[src/rtl/key_entry_control.sv]
// key_entry_control: debounced pushbutton front-end sequencing an amount/key entry with a valid/ack handshake
// Ports: clock/resetn (sync active-low), key_n raw active-low buttons ([0]=start [1]=load [2]=cancel [3]=unused),
//        sw raw switches, entry_ack consumer accept; press_pulse one-cycle press strobes, amount_out/key_out
//        captured values, entry_valid pair complete, busy not IDLE, state_out FSM state.
module key_entry_control #(
  parameter int DEBOUNCE_CYCLES = 500000,
  parameter int CNT_W = 20,
  parameter int DATA_W = 8
) (
  input  logic              clock,
  input  logic              resetn,
  input  logic [3:0]        key_n,
  input  logic [DATA_W-1:0] sw,
  input  logic              entry_ack,
  output logic [3:0]        press_pulse,
  output logic [DATA_W-1:0] amount_out,
  output logic [DATA_W-1:0] key_out,
  output logic              entry_valid,
  output logic              busy,
  output logic [1:0]        state_out
);
  typedef enum logic [1:0] {IDLE = 2'd0, GET_AMOUNT = 2'd1, GET_KEY = 2'd2, READY = 2'd3} state_t;
  localparam logic [CNT_W-1:0] LAST = CNT_W'(DEBOUNCE_CYCLES - 1);
  state_t nxt, state;
  logic [3:0] s1, s2, db, db_q, db_q2;
  logic [CNT_W-1:0] cnt [4];
  logic [DATA_W-1:0] sw_q;
  logic start, load, cancel;
  assign start  = press_pulse[0];
  assign load   = press_pulse[1];
  assign cancel = press_pulse[2];
  // db_q/db_q2 delay the debounced level so the press strobe lands DEBOUNCE_CYCLES+3 edges after the first low sample
  always_ff @(posedge clock) begin
    if (!resetn) begin
      s1 <= '1;
      s2 <= '1;
      db <= '1;
      db_q <= '1;
      db_q2 <= '1;
      sw_q <= '0;
      press_pulse <= '0;
      for (int i = 0; i < 4; i++) cnt[i] <= '0;
    end else begin
      s1 <= key_n;
      s2 <= s1;
      db_q <= db;
      db_q2 <= db_q;
      sw_q <= sw;
      press_pulse <= db_q2 & ~db_q;
      for (int i = 0; i < 4; i++) begin
        if (s2[i] == db[i]) cnt[i] <= '0;
        else if (cnt[i] == LAST) begin
          db[i] <= s2[i];
          cnt[i] <= '0;
        end else cnt[i] <= cnt[i] + 1'b1;
      end
    end
  end
  // priority: cancel > entry_ack > load > start
  always_comb begin
    nxt = (state != IDLE && cancel)     ? IDLE :
          (state == READY && entry_ack) ? IDLE :
          (state == GET_AMOUNT && load) ? GET_KEY :
          (state == GET_KEY && load)    ? READY :
          (state == IDLE && start)      ? GET_AMOUNT : state;
  end
  always_ff @(posedge clock) begin
    if (!resetn) begin
      state <= IDLE;
      state_out <= 2'd0;
      busy <= 1'b0;
      entry_valid <= 1'b0;
      amount_out <= '0;
      key_out <= '0;
    end else begin
      state <= nxt;
      state_out <= nxt;
      busy <= nxt != IDLE;
      entry_valid <= nxt == READY;
      if (state == GET_AMOUNT && nxt == GET_KEY) amount_out <= sw_q;
      if (state == GET_KEY && nxt == READY) key_out <= sw_q;
    end
  end
endmodule

[config.mk]
export PLATFORM = sky130hd
export DESIGN_NAME = key_entry_control
export DESIGN_NICKNAME = d
export VERILOG_FILES = /design/src/rtl/key_entry_control.sv
export SDC_FILE = /design/constraint.sdc
export NUM_CORES = 1
export LEC_CHECK = 0
export ABC_AREA = 1
export CORE_MARGIN = 4
export CORE_UTILIZATION = 54
export DETAILED_ROUTE_END_ITERATION = 10
export PLACE_DENSITY_LB_ADDON = 0.15
export SLEW_MARGIN = 25
export SYNTH_ARGS = -nofsm -noshare
export SYNTH_HDL_FRONTEND = slang
export SYNTH_SLANG_ARGS = --single-unit
[constraint.sdc]
create_clock -name clock -period 1.6 [get_ports clock]
set_clock_uncertainty 0.1 [all_clocks]
set_input_delay 0.32 -clock clock [delete_from_list [all_inputs] [get_ports clock]]
set_output_delay 0.32 -clock clock [all_outputs]
set_load 0.05 [all_outputs]
**Word-level counts from Yosys, hierarchy flattened**

Memory sizes are Yosys's and may differ from the RTL's.
Cells that the tools add are included.

- Register bits: 52
- Bits in writable memories: 80
- Bits of input ports: 15
- Output and inout port bits: 24
- Word-level logic and storage cells: 127
- Memories: 1

Memories:

| name | depth | bits a word | read ports | clocked after Yosys merged registers in | wr ports | line | source |
|---|---|---|---|---|---|---|---|
| cnt | 4 | 20 | 4 | 0 | 4 | 26 | `logic [CNT_W-1:0] cnt [4];` |

- $add $sub $neg: 4
- Equal/unequal tests: 13
- Multiplexer cells: 62
- Bitwise logic cells: 18
- Reduce and logical (&&, ||, !) cells: 14

Operators by type and width:

| cell | number |
|---|---|
| 20-bit two-way mux | 12 |
| 20-bit by 1-bit adder with 20-bit output (second input constant) | 4 |
| 20-bit by 19-bit equality test with 1-bit output (second input constant) | 4 |
| 1-bit two-way mux | 45 |
| 1-bit OR | 12 |
| 2-bit two-way mux | 5 |
| 2-bit equality test (second input constant) | 4 |
| 2-bit AND reduction | 4 |
| 1-bit logical AND | 7 |
| 4-bit bitwise AND | 1 |
| 1-bit equality test | 4 |
| 1-bit inverter | 4 |
| 4-bit inverter | 1 |
| 2-bit nonzero test | 2 |
| 2-bit by 1-bit equality test with 1-bit output (second input constant) | 1 |
| 2-bit zero test | 1 |

**Depth between registers and ports, before layout**

- Word-level depth: 9
- Gate-level depth with buffers: 8
- Mapped depth without buffers: 8

**Least setup slack after synthesis**

No wires, ideal clock.

- Kind: reg2reg
- Start: reg state[1]
- End: reg key_out[5]
- Setup time: 0.065 ns
- Arrival: 1.539 ns
- Data required time: 1.435 ns
- Slack: -0.104 ns
- Stages on the path, launching flop included: 7
- Path buffers: 0
- Clock period less this slack: 1.704 ns
- Path through: dfxtp_1 -> inv_1 -> nor2_4 -> nand4_2 -> inv_2 -> o21ai_0 -> nor2_1

- Word-level cells in the longest chain between the ends: 9
- Elaborated cells between the ends (all ways): 17
- Classes of those cells: eq/ne: 4; mux: 5; reduce/logical: 8

RTL lines:

| item | line | source |
|---|---|---|
| start: declaration | 24 | `state_t nxt, state;` |
| start signal: assignment | 76 | `state <= nxt;` |
| 2-bit zero test | 65 | `(state == IDLE && start) ? GET_AMOUNT : state;` |
| 1-bit logical AND | 65 |  |
| 2-bit two-way mux | 65 |  |
| 2-bit two-way mux | 64 | `(state == GET_KEY && load) ? READY :` |
| 2-bit two-way mux | 63 | `(state == GET_AMOUNT && load) ? GET_KEY :` |
| 2-bit two-way mux | 62 | `(state == READY && entry_ack) ? IDLE :` |
| 2-bit two-way mux | 61 | `nxt = (state != IDLE && cancel) ? IDLE :` |
| 2-bit equality test | 81 | `if (state == GET_KEY && nxt == READY) key_out <= sw_q;` |
| 1-bit logical AND (*) | 81 |  |
| end signal: assignment | 81 |  |
| end: declaration | 17 | `output logic [DATA_W-1:0] key_out,` |

Every way passes the cells marked *; elsewhere a longest branch is shown, timed or not.
A chain may end at the register's enable or synchronous reset.

==> impl_metrics.yaml <==
layout:
  final_common_cell: "nand2_1"
  drive_gt1_share_pct: 34.7
  finalNonFillerCells: 1204
  utilization_pct: 85.8
  insertedDiodeCount: 0
  ff_latch_area_um2: 3450
  fin_area_um2: 10000
  multiInputGateArea_um2: 3820
  synthToLayoutAreaGrowth_pct: 52.7
  final_cell_mix: "nand2_1, buf_4, nor2_1, edfxtp_1, conb_1"
  nFillCells: 566
  final_net_count: 1067
grt:
  grt_pass1_wl_mm: 26.1
  grt_util_all_layers_pct: 22.8
  grt_start_max_net_pins: 21
  antenna_found_initial: 0
  grt_pass1_vias: 5869
  grt-ovfl-total: 0
route:
  first_pass_iters: 6
  vias_per_cell: 5.56
  post-route-drc-count: 0
  wl_met2_mm: 11.0
  ant_nets: 0
  wl_mm: 21.3
  dr.first_iter.drc_count: 709
  wl_met3_mm: 1.57
  wl_per_cell_um: 17.7
  wl_met1_mm: 7.69
  route.top_layer_used: "met4"
  num_vias: 6692
floorplan:
  core_um2: 11700
  fp.dieW_um: 118
  initial_core_util_pct: 56.2
  dieArea_um2: 14000
  dieHeight_um: 118
  num_rows: 39
  ioPinCount: 39
worst_hold_path:
  holdCritPathClass: "flip-flop to flip-flop"
  holdCritStartpoint: "db_q2[1]$_SDFF_PN1_"
placed_design:
  post-place-ws_ps: -474
  gp_congestion: 0.941
  placed_area_um2: 8250
  portBuffers: 38
  dp.cells: 1119
  dp_hpwl_mm: 10.9
cts:
  cts_tree: "yes"
  hold_buffers: 0
  cts_buffer_depth: 2
  clock_latency_ps: 430
  clockRootBuffer: "clkbuf_16"
  numClockSinks: 132
  h-tree-depth: 4
  cts.clk_slew.worst_paths_ps: 60
  cts-buffers-inserted: 17
synth:
  synthMuxAreaShare_pct: 0
  synth_top_area_cell: "edfxtp_1"
  synth-adder-area-share_pct: 0.764
  synth.avg_cell_area_um2: 8.32
  synth-seq-area-share_pct: 52.5
  synthesis.area_um2: 6550
  synth_compound_area_share_pct: 5.56
  ys_types: 34
  yosys_warnings: 0
  yosysTopAreaCellShare_pct: 36.7
  synth_area_leaders: "edfxtp_1, dfxtp_1, nand2_1, nor2_1, inv_1"
  synth_seq_cells: 132
  synth-xor-area-share_pct: 4.68
  synthCells: 788
  synth_top_family_by_area: "simple AND/OR/NAND/NOR gates"
  yosys.area_share.simple_pct: 31.4
sta:
  fmax_mhz: 572
  hold_violations: 0
  setup_viol: 81
  grt_setup_unrepaired: "yes"
  fin_ws_ps: -147
  finalCritPeriodShare_pct: 109
  finalCriticalPeriod_ps: 1750
  timing.final.max_slew_violations: 0
worst_setup_path:
  crit_start: "cnt[0][14]$_SDFFCE_PN0P_"
  cp-end-kind: "flip-flop"
  arrival_ps: 1840
  r2r-start: "cnt[0][14]$_SDFFCE_PN0P_"
  required_ps: 1690
  cp_max_fo: 3
  rrSetupSlack_ps: -150
  crit_type: "flip-flop to flip-flop"
  start_kind: "flip-flop"
status:
  violations: "setup timing"
  outcome: "complete, but fails checks"
pwr:
  leakage_nw: 3.98
  power_density_nw_per_um2: 803
  max-vdd-ir-drop_v: 0.00108
run:
  cap_violations: 0
-- worst max-delay path, stage by stage, from the launching register on --
cell and delay, ps:
edfxtp_1 390, buf_4 140, nand2_1 100, nor2_1 210, nand2_1 70, nor2_1 200, nand2_1 140, nand2_1 100
a21oi_2 60
-- cells in the mapped netlist (all sizes together) --
master,count
o21ai,20
o21bai,2
nand4,14
and2,1
clkbuf,4
nor2,178
xnor2,14
nor3,6
a21oi,46
conb,1
o211ai,1
xor2,21
edfxtp,80
nand2,189
buf,7
inv,67
dfxtp,52
nand3,53
ha,4
or2,26
nand3b,2
-- through the flow --
step | TNS (ps) | hold WS [ps] | total power [mW]
4_1_cts | -53.2 | 295 | 7.85
5_1_grt | -11600 | 316 | 8.30
6_report | -7550 | 315 | 8.04
2_1_floorplan | 0 | 292 | 4.08
3_5_place_dp | -34060 | 300 | 4.27
3_3_place_gp | -30010 | 297 | 4.25
-- flip-flops by register name, indices dropped and copies added, names as in the netlist --
signal,cells
amount_out,8
busy,1
cnt,80
db,4
db_q,4
db_q2,4
entry_valid,1
key_out,8
press_pulse,4
s1,4
s2,4
state,2
sw_q,8
-- power breakdown --
| part | internal (mW) | switching (mW) | total, mW |
|---|---|---|---|
| clock network | 2.11 | 1.52 | 3.63 |
| registers | 3.71 | 0.0966 | 3.81 |
| logic | 0.259 | 0.339 | 0.599 |
| total | 6.08 | 1.96 | 8.04 |
-- path summary, 6_finish.rpt --
kind	to	depth (start not counted)
max	cnt[0][19]$_SDFFCE_PN0P_	8
min	press_pulse[1]$_SDFF_PN0_	2
max reg2reg	cnt[0][19]$_SDFFCE_PN0P_	8
min reg2reg	press_pulse[1]$_SDFF_PN0_	2
-- repair_timing --
action | 4_1_cts | 5_1_grt
gates resized for setup | 26 | 156
gates cloned | 0 | 10
pin swaps | 7 | 31
setup endpoints to repair | 80 | 80
setup buffers | 4 | 39
-- layer usage --
layer,vias to the layer above,GRT usage [%]
met2,398,38.6
li1,3021,-
met5,-,0
met1,3159,27.6
met3,114,6.54
met4,0,8.79
-- logic make-up (layout without fill, tap and decap cells) --
group | Yosys count | in the layout
xor gates and xnor gates | 35 | 35
other | 1 | 80
buffers and inverters | 78 | 269
DFF | 132 | 132
and+or+nand+nor | 469 | 472
AOI/OAI and AO/OA | 69 | 69
adders and majority gates | 4 | 4
-- cell type report --
type | count | share of cell area [%]
clock buffer | 21 | 4.71
inverter | 67 | 2.56
timing repair buffer | 170 | 17.6
multi-input combinational | 660 | 38.2
clock inverter | 11 | 0.725
sequential | 132 | 34.4
tap | 143 | 1.79
Power figures use the tool's default switching activity.
